<file path="src/rtl/enemy_bullet_if.sv">
// Display-side bundle for the enemy bullet: geometry, in-flight flag and colour.
interface enemy_bullet_if;
  logic       bullet_o;
  logic [9:0] bullet_left_o;
  logic [9:0] bullet_right_o;
  logic [9:0] bullet_top_o;
  logic [9:0] bullet_bot_o;
  logic [3:0] bullet_red_o;
  logic [3:0] bullet_green_o;
  logic [3:0] bullet_blue_o;

  modport master (
    output bullet_o, bullet_left_o, bullet_right_o, bullet_top_o, bullet_bot_o,
    output bullet_red_o, bullet_green_o, bullet_blue_o
  );

  modport slave (
    input bullet_o, bullet_left_o, bullet_right_o, bullet_top_o, bullet_bot_o,
    input bullet_red_o, bullet_green_o, bullet_blue_o
  );
endinterface

</file>
<file path="src/rtl/enemy_bullet.sv">
// Enemy bullet shooter: reload/fly FSM, per-frame stepping, player hit detection.
// Optional macro ENEMY_BULLET_JITTER_EN adds an LFSR-randomised reload period.
module enemy_bullet #(
  parameter logic [11:0] color_p       = {4'hF, 4'h5, 4'h5},
  parameter logic [9:0]  fire_period_p = 10'd60,
  parameter logic [9:0]  step_p        = 10'd6,
  parameter logic [9:0]  floor_p       = 10'd470,
  parameter logic [9:0]  player_top_p  = 10'd400,
  parameter logic [9:0]  player_bot_p  = 10'd420
) (
  input  logic                  clk_i,
  input  logic                  reset_ni,
  input  logic                  frame_i,
  input  logic                  enable_i,
  input  logic [9:0]            shooter_x_i,
  input  logic [9:0]            shooter_bot_i,
  input  logic [9:0]            player_left_i,
  input  logic [9:0]            player_right_i,
  output logic                  hit_o,
  output logic [1:0]            state_o,
  enemy_bullet_if.master        bus
);

  typedef enum logic [1:0] {
    RELOAD = 2'b01,
    FLYING = 2'b10
  } state_e;

  state_e     state_q, state_d;
  logic [9:0] cooldown_q, cooldown_d;
  logic [9:0] left_q, left_d;
  logic [9:0] top_q, top_d;
  logic       bullet_q, bullet_d;

  logic [9:0]  right_s;
  logic [9:0]  bot_s;
  logic [10:0] top_step_s;
  logic        overlap_s;
  logic        floor_s;
  logic        hit_s;
  logic [9:0]  reload_s;

  assign right_s    = left_q + 10'd6;
  assign bot_s      = top_q + 10'd10;
  assign top_step_s = {1'b0, top_q} + {1'b0, step_p};
  assign floor_s    = (top_step_s >= {1'b0, floor_p});
  assign overlap_s  = (right_s > player_left_i) && (left_q < player_right_i) &&
                      (bot_s >= player_top_p) && (top_q <= player_bot_p);

`ifdef ENEMY_BULLET_JITTER_EN
  logic [7:0] lfsr_q, lfsr_d;
  logic       lfsr_fb_s;

  assign lfsr_fb_s = lfsr_q[7] ^ lfsr_q[5] ^ lfsr_q[4] ^ lfsr_q[3];
  assign reload_s  = fire_period_p + {6'd0, lfsr_q[3:0]};

  // LFSR advances once per frame tick regardless of game state.
  always_comb begin
    lfsr_d = lfsr_q;
    if (frame_i) begin
      lfsr_d = {lfsr_q[6:0], lfsr_fb_s};
    end else begin
      lfsr_d = lfsr_q;
    end
  end
`else
  assign reload_s = fire_period_p;
`endif

  // Next-state logic: pause overrides everything, then hit > floor > step.
  always_comb begin
    state_d    = state_q;
    cooldown_d = cooldown_q;
    left_d     = left_q;
    top_d      = top_q;
    hit_s      = 1'b0;
    if (!enable_i) begin
      state_d    = RELOAD;
      cooldown_d = reload_s;
    end else begin
      case (state_q)
        RELOAD: begin
          if (frame_i) begin
            if (cooldown_q == 10'd0) begin
              left_d  = shooter_x_i;
              top_d   = shooter_bot_i;
              state_d = FLYING;
            end else begin
              cooldown_d = cooldown_q - 10'd1;
            end
          end else begin
            cooldown_d = cooldown_q;
          end
        end
        FLYING: begin
          if (frame_i) begin
            if (overlap_s) begin
              hit_s      = 1'b1;
              state_d    = RELOAD;
              cooldown_d = reload_s;
            end else if (floor_s) begin
              state_d    = RELOAD;
              cooldown_d = reload_s;
            end else begin
              top_d = top_step_s[9:0];
            end
          end else begin
            top_d = top_q;
          end
        end
        default: begin
          state_d    = RELOAD;
          cooldown_d = reload_s;
        end
      endcase
    end
    bullet_d = (state_d == FLYING);
  end

  // State and datapath registers with synchronous active-low reset.
  always_ff @(posedge clk_i) begin
    if (!reset_ni) begin
      state_q    <= RELOAD;
      cooldown_q <= fire_period_p;
      left_q     <= 10'd0;
      top_q      <= 10'd0;
      bullet_q   <= 1'b0;
`ifdef ENEMY_BULLET_JITTER_EN
      lfsr_q     <= 8'hA5;
`endif
    end else begin
      state_q    <= state_d;
      cooldown_q <= cooldown_d;
      left_q     <= left_d;
      top_q      <= top_d;
      bullet_q   <= bullet_d;
`ifdef ENEMY_BULLET_JITTER_EN
      lfsr_q     <= lfsr_d;
`endif
    end
  end

  // hit_o is Mealy so it lines up with the frame tick; suppressed during reset.
  assign hit_o   = hit_s & reset_ni;
  assign state_o = state_q;

  assign bus.bullet_o       = bullet_q;
  assign bus.bullet_left_o  = left_q;
  assign bus.bullet_right_o = right_s;
  assign bus.bullet_top_o   = top_q;
  assign bus.bullet_bot_o   = bot_s;
  assign bus.bullet_red_o   = color_p[11:8];
  assign bus.bullet_green_o = color_p[7:4];
  assign bus.bullet_blue_o  = color_p[3:0];

endmodule

</file>
<file path="src/flat_wrapper.sv">
// flat-port wrapper written by rule: the top's interface ports become plain ports
module enemy_bullet_flat 
#(
  parameter logic [11:0] color_p       = {4'hF, 4'h5, 4'h5},
  parameter logic [9:0]  fire_period_p = 10'd60,
  parameter logic [9:0]  step_p        = 10'd6,
  parameter logic [9:0]  floor_p       = 10'd470,
  parameter logic [9:0]  player_top_p  = 10'd400,
  parameter logic [9:0]  player_bot_p  = 10'd420
)
  (clk_i, reset_ni, frame_i, enable_i, shooter_x_i, shooter_bot_i, player_left_i, player_right_i, hit_o, state_o, bus_bullet_o, bus_bullet_left_o, bus_bullet_right_o, bus_bullet_top_o, bus_bullet_bot_o, bus_bullet_red_o, bus_bullet_green_o, bus_bullet_blue_o);
  enemy_bullet_if bus_i ();
  input  logic clk_i;
  input  logic reset_ni;
  input  logic frame_i;
  input  logic enable_i;
  input  logic [9:0] shooter_x_i;
  input  logic [9:0] shooter_bot_i;
  input  logic [9:0] player_left_i;
  input  logic [9:0] player_right_i;
  output logic hit_o;
  output logic [1:0] state_o;
  output wire logic [$bits(bus_i.bullet_o)-1:0] bus_bullet_o;
  output wire logic [$bits(bus_i.bullet_left_o)-1:0] bus_bullet_left_o;
  output wire logic [$bits(bus_i.bullet_right_o)-1:0] bus_bullet_right_o;
  output wire logic [$bits(bus_i.bullet_top_o)-1:0] bus_bullet_top_o;
  output wire logic [$bits(bus_i.bullet_bot_o)-1:0] bus_bullet_bot_o;
  output wire logic [$bits(bus_i.bullet_red_o)-1:0] bus_bullet_red_o;
  output wire logic [$bits(bus_i.bullet_green_o)-1:0] bus_bullet_green_o;
  output wire logic [$bits(bus_i.bullet_blue_o)-1:0] bus_bullet_blue_o;
  assign bus_bullet_o = bus_i.bullet_o;
  assign bus_bullet_left_o = bus_i.bullet_left_o;
  assign bus_bullet_right_o = bus_i.bullet_right_o;
  assign bus_bullet_top_o = bus_i.bullet_top_o;
  assign bus_bullet_bot_o = bus_i.bullet_bot_o;
  assign bus_bullet_red_o = bus_i.bullet_red_o;
  assign bus_bullet_green_o = bus_i.bullet_green_o;
  assign bus_bullet_blue_o = bus_i.bullet_blue_o;
  enemy_bullet #(.color_p(color_p), .fire_period_p(fire_period_p), .step_p(step_p), .floor_p(floor_p), .player_top_p(player_top_p), .player_bot_p(player_bot_p)) u_core (.clk_i(clk_i), .reset_ni(reset_ni), .frame_i(frame_i), .enable_i(enable_i), .shooter_x_i(shooter_x_i), .shooter_bot_i(shooter_bot_i), .player_left_i(player_left_i), .player_right_i(player_right_i), .hit_o(hit_o), .state_o(state_o), .bus(bus_i));
endmodule
</file>
<file path="config.mk">
export PLATFORM = sky130hd
export DESIGN_NAME = enemy_bullet_flat
export DESIGN_NICKNAME = d
export VERILOG_FILES = /design/src/rtl/enemy_bullet_if.sv /design/src/rtl/enemy_bullet.sv /design/src/flat_wrapper.sv
export SDC_FILE = /design/constraint.sdc
export NUM_CORES = 1
export LEC_CHECK = 0
export ABC_AREA = 1
export CORE_MARGIN = 2
export CORE_UTILIZATION = 47
export DETAILED_ROUTE_END_ITERATION = 8
export PLACE_DENSITY = 0.84
export REMOVE_ABC_BUFFERS = 1
export SKIP_CTS_REPAIR_TIMING = 1
export SYNTH_ARGS = -nofsm -noshare
export SYNTH_HDL_FRONTEND = slang
export SYNTH_SLANG_ARGS = --single-unit
export TNS_END_PERCENT = 50
</file>
<file path="constraint.sdc">
create_clock -name clk_i -period 4.8 [get_ports clk_i]
set_input_delay 1.44 -clock clk_i [delete_from_list [all_inputs] [get_ports clk_i]]
set_output_delay 1.44 -clock clk_i [all_outputs]
set_load 0.01 [all_outputs]
</file>
==> results.sh, run 1 <==
export IMPL_setup_tns_final_ps=0
export IMPL_setup_viol=0
export IMPL_synthTopCellsByArea="dfxtp_1 (22%), nand2_1 (15%), ha_1 (10%)"
export IMPL_n_antenna_cell=0
export IMPL_power_density_nw_per_um2=139
export IMPL_synth_top_cell_area_share_pct=21.8
export IMPL_initial_core_util_pct=48.1
export IMPL_ir_drop_mv=0.119
export IMPL_p_leak_nw=2.02
export IMPL_async_flop_share_pct=0
export IMPL_power_mw=0.589
export IMPL_die_area_um2=7110
export IMPL_fp_dieW_um=84.3
export IMPL_row_count=29
export IMPL_area_growth_pct=39.3
export IMPL_drtIter0Drc=162
export IMPL_nets=640
export IMPL_synth_common_cells="nand2_1 (121), inv_1 (81), nor2_1 (55), nand3_1 (40), dfxtp_1 (33)"
export IMPL_synth_avg_cell_area_um2=6.31
export IMPL_finalCriticalPeriod_ps=4770
export IMPL_cts_clk_slew_worst_paths_ps=70
export IMPL_grt_overflow_total=0
export IMPL_regArea_um2=661
export IMPL_numCtsBuffers=5
export IMPL_num_vias=3289
export IMPL_multi_input_area_um2=2120
export IMPL_grt_max_degree=20
export IMPL_crit_chain="clkdlybuf4s50_1 -> inv_1 -> ha_4 -> nand2_1 -> buf_4 -> nor2_1 -> nand2_1 -> nand2_2 -> nand2_2 -> nand3_2 -> nor2_4 -> nand3_2 -> nor3_2 -> buf_2"
export IMPL_coreArea_um2=6310
export IMPL_whs_ps=469
export IMPL_clock_latency_ps=300
export IMPL_final_cell_area_um2=4230
export IMPL_drc_errors=0
export IMPL_crit_path_max_incr_delay_ps=460
export IMPL_critPathRequiredTime_ps=3360
export IMPL_place_hpwl_um=6270
export IMPL_grt_util_all_layers_pct=22.1
export IMPL_yosysSeqAreaShare_pct=21.8
export IMPL_worst_clock_skew_ps=7.90
export IMPL_max_freq_mhz=210
export IMPL_drv_slew=0
export IMPL_htree_levels=2
export IMPL_post_route_period_util_pct=99.4
export IMPL_min_path_type="reg2reg"
export IMPL_yosys_area_top_type="dfxtp_1"
export IMPL_yosys_warnings=0
export IMPL_dpl_cell_area_um2=3930
export IMPL_critPathArrivalTime_ps=3330
export IMPL_fillers=523
export IMPL_routed_wl_um=8620
export IMPL_synth_most_common_cell="nand2_1"
export IMPL_cts_root_buffer_cell="clkbuf_8"
export IMPL_cts_tree="built"
export IMPL_critPathCaptureType="output pin"
export IMPL_tightest_slew_ps=752
export IMPL_synth_seq_cells=33
export IMPL_drive_gt1_share_pct=15.0
export IMPL_synth_edff_count=0
export IMPL_max_clock_path_buffers=2
export IMPL_ant_nets=0
export IMPL_crit_path_start_kind="input pin"
export IMPL_portBuffers=87
export IMPL_syn_instance_count=481
export IMPL_status="finished clean"
export IMPL_first_pass_iters=4
export IMPL_critPathMaxFanout=2
export IMPL_synth_flop_cell="dfxtp_1"
export IMPL_die_h_um=84.3
export IMPL_place_congestion=0.910
export IMPL_cp_slowest_cell="clkdlybuf4s50_1"
export IMPL_io_pins=100
export IMPL_yosysUniqueCellTypes=36
export IMPL_vias_per_cell=5.07
export IMPL_critPathKind="in2out"
export IMPL_max_slew_margin_pct=49.9
export IMPL_hold_viol=0
export IMPL_synth_area_um2=3030
export IMPL_drv_cap=0
export IMPL_grt_first_pass_wirelength_um=13100
export IMPL_cts_sinks=33
export IMPL_wl_per_cell_um=13.3
export IMPL_antenna_found_initial=0
export IMPL_grt_pass1_vias=2938
cells by family after synthesis:
family / share of synthesized area, %
DFF: 21.8
buffers and inverters: 16.0
and+or+nand+nor: 37.6
AOI/OAI and AO/OA: 10.3
other: 0.248
xor gates and xnor gates: 3.75
adders and majority gates: 10.3
path summary, 6_finish.rpt:
check	from	endpoint	slack, ps	cells past startpoint
setup / recovery	player_right_i[5]	hit_o	30	14
hold / removal	u_core.cooldown_q[6]	u_core.cooldown_q[6]	470	2
setup reg to reg	u_core.bus.bullet_left_o[1]	u_core.cooldown_q[1]	1460	21
hold reg to reg	u_core.cooldown_q[6]	u_core.cooldown_q[6]	470	2
layout make-up:
class | instances | area share, %
sequential | 33 | 15.6
inverter | 85 | 7.55
tap | 77 | 2.28
timing repair buffer | 97 | 22.4
clock inverter | 3 | 0.415
clock buffer | 5 | 1.63
multi-input combinational | 349 | 50.1
layout by cell type, fill, tap and decap left out, types with 2 or more instances in the layout:
cell | synthesis | layout
dlymetal6s2s_1 | 0 | 2
ha_4 | 0 | 10
nor2_4 | 1 | 3
ha_1 | 25 | 15
nand3_4 | 2 | 3
nor2_2 | 6 | 7
clkinv_2 | 0 | 2
a21oi_2 | 1 | 2
o21ai_0 | 7 | 7
buf_4 | 14 | 10
inv_1 | 81 | 78
nand4_1 | 6 | 6
a21oi_1 | 15 | 14
xor2_1 | 12 | 12
nor2_1 | 55 | 52
clkdlybuf4s50_1 | 0 | 84
clkbuf_8 | 0 | 5
nand3_2 | 1 | 2
nand3_1 | 40 | 38
nor3_1 | 5 | 3
dfxtp_1 | 33 | 33
nand2_1 | 121 | 116
conb_1 | 2 | 12
o21a_1 | 7 | 7
nand2_2 | 13 | 18
inv_2 | 4 | 7
a211oi_1 | 2 | 2
nor3_2 | 3 | 5
a211oi_2 | 7 | 7
worst max-delay path, delay by kind of cell:
family,cells,cell delay [ps]
and+or+nand+nor,9,870
adders and majority gates,1,210
buffers and inverters,4,800
layer usage:
layer / vias up / part of all wire [%] / global-route usage [%]
met5: - / 0 / 0
met4: 0 / 1.9 / 6.78
met3: 14 / 6.6 / 4.03
met2: 119 / 49 / 37.2
met1: 1503 / 43 / 29.0
li1: 1653 / - / -
registers in the layout (all words and copies together), names as in the netlist:
register,flops
u_core.bus.bullet_o,1
u_core.bus.bullet_top_o,10
u_core.bus.bullet_left_o,10
u_core.state_o,2
u_core.cooldown_q,10
where the power goes:
| part | leakage (nW) | internal (mW) | total [mW] | switching [mW] |
|---|---|---|---|---|
| logic | 1.70 | 0.0520 | 0.0973 | 0.0454 |
| registers | 0.267 | 0.276 | 0.278 | 0.00191 |
| clock network | 0.0439 | 0.100 | 0.214 | 0.114 |
per-stage QoR:
step | utilization [%] | setup slack (ps) | cells
floorplan | - | 474 | 467
finish | 66.9 | 28.8 | 649
CTS | 63.5 | -437 | 646
global placement | 62.2 | -318 | 638
global route | 66.9 | -51.0 | 649
detailed placement | 62.2 | -416 | 638
Power figures use the tool's default switching activity.
==> inputs of run 2 (changes only) <==
- PLACE_DENSITY: 0.84 -> 0.92
==> results.sh, run 2 (synthesized netlist as in run 1, its figures left out) <==
export IMPL_status="finished clean"
export IMPL_critPathMaxFanout=3
export IMPL_cts_tree="built"
export IMPL_grt_pass1_vias=3015
export IMPL_p_leak_nw=2.06
export IMPL_die_h_um=84.3
export IMPL_first_pass_iters=4
export IMPL_worst_slack_ps=11.1
export IMPL_critPathKind="in2out"
export IMPL_antenna_found_initial=0
export IMPL_critPathRequiredTime_ps=3360
export IMPL_regArea_um2=661
export IMPL_hold_viol=0
export IMPL_setup_tns_final_ps=0
export IMPL_final_cell_mix="nand2_1 (116), clkdlybuf4s50_1 (83), inv_1 (79)"
export IMPL_critPathArrivalTime_ps=3350
export IMPL_multi_input_area_um2=2090
export IMPL_min_path_type="reg2reg"
export IMPL_place_congestion=0.874
export IMPL_crit_buf_inv=4
export IMPL_crit_path_max_incr_delay_ps=470
export IMPL_layout_commonest_cell="nand2_1"
export IMPL_finalCriticalPeriod_ps=4790
export IMPL_drive_gt1_share_pct=14.8
export IMPL_dpl_cell_area_um2=3940
export IMPL_tightest_slew_ps=737
export IMPL_worst_clock_skew_ps=10.6
export IMPL_num_vias=3261
export IMPL_instances_no_fill=650
export IMPL_ant_nets=0
export IMPL_clock_latency_ps=290
export IMPL_grt_max_degree=20
export IMPL_grt_first_pass_wirelength_um=12900
export IMPL_routed_wl_um=8410
export IMPL_max_freq_mhz=209
export IMPL_post_route_period_util_pct=99.8
export IMPL_nets=641
export IMPL_cp_slowest_cell="clkdlybuf4s50_1"
export IMPL_post_place_ws_ps=-612
export IMPL_power_density_nw_per_um2=160
export IMPL_crit_chain="clkdlybuf4s50_1 -> inv_1 -> ha_1 -> nand2_1 -> inv_2 -> nand3_2 -> nor2_2 -> nor2_2 -> nand3_2 -> nor2_4 -> nand3_4 -> nor3_4 -> buf_2"
export IMPL_cts_clk_slew_worst_paths_ps=60
export IMPL_place_hpwl_um=6390
export IMPL_grt_util_all_layers_pct=21.6
export IMPL_htree_levels=2
export IMPL_wl_per_cell_um=12.9
export IMPL_io_pins=100
export IMPL_fillers=505
export IMPL_critPathCaptureType="output pin"
export IMPL_critical_path_top_delay_family="simple AND/OR/NAND/NOR gates"
export IMPL_drv_cap=0
export IMPL_initial_core_util_pct=48.1
export IMPL_ir_drop_mv=0.264
export IMPL_drv_slew=0
export IMPL_whs_ps=467
export IMPL_max_slew_margin_pct=50.9
export IMPL_cts_root_buffer_cell="clkbuf_8"
export IMPL_drc_errors=0
export IMPL_setup_viol=0
export IMPL_numCtsBuffers=5
export IMPL_vias_per_cell=5.02
export IMPL_area_growth_pct=40.4
export IMPL_n_antenna_cell=0
export IMPL_final_cell_area_um2=4260
export IMPL_drtIter0Drc=212
export IMPL_portBuffers=87
export IMPL_grt_overflow_total=0
export IMPL_crit_path_start_kind="input pin"
export IMPL_row_count=29
export IMPL_cts_sinks=33
export IMPL_fp_dieW_um=84.3
export IMPL_coreArea_um2=6310
export IMPL_die_area_um2=7110
export IMPL_dp_cells=640
export IMPL_max_clock_path_buffers=2
==> run 2: layer usage <==
| metal | GRT usage (%) | up-vias | wire length, µm |
|---|---|---|---|
| met5 | 0 | - | 0 |
| met4 | 7.22 | 0 | 171 |
| met3 | 2.65 | 17 | 508 |
| met2 | 38.3 | 123 | 4210 |
| met1 | 27.2 | 1458 | 3520 |
| li1 | - | 1663 | - |
==> run 2: worst register-to-register path: stages, from the launching register on <==
cell	delay, ps
dfxtp_1	340
inv_1	90
ha_1	210
nor3_1	270
nand3_1	150
nor3_1	210
xor2_1	290
ha_4	250
nand2_2	70
nor2_2	40
nand2_1	80
nor2_2	50
nor2_2	110
nand3_2	90
nor2_4	160
buf_4	130
nand2_2	60
nand2_2	210
nand2_2	200
nand2_1	120
a21oi_1	70
==> run 2: per-stage QoR <==
step                      utilization [%]  total power, mW
after CTS                            64.5            0.683
final                                67.5            0.683
after detailed placement             62.4            0.370
after floorplan                         -            0.320
after global placement               62.4            0.366
after global routing                 67.5            0.707
==> run 2: worst paths after layout <==
check / slack, ps / startpoint / end / cells past startpoint
setup / recovery: 10 / player_left_i[4] / hit_o / 13
hold / removal: 470 / u_core.cooldown_q[6] / u_core.cooldown_q[6] / 2
setup reg to reg: 1470 / u_core.bus.bullet_left_o[2] / u_core.cooldown_q[8] / 20
hold reg to reg: 470 / u_core.cooldown_q[6] / u_core.cooldown_q[6] / 2
==> run 2: layout make-up <==
| cell class | instances | area share, % |
|---|---|---|
| multi-input cells | 349 | 49.1 |
| clock inverters | 3 | 1.53 |
| well taps | 77 | 2.26 |
| flip-flops and latches | 33 | 15.5 |
| inverters | 85 | 7.49 |
| clock buffers | 5 | 1.62 |
| repair buffers | 98 | 22.4 |
==> run 2: power breakdown <==
group	switching [mW]	total (mW)	internal [mW]
Clock	0.106	0.312	0.206
Combinational	0.0436	0.0932	0.0496
Sequential	0.00201	0.278	0.276
Total	0.152	0.683	0.532
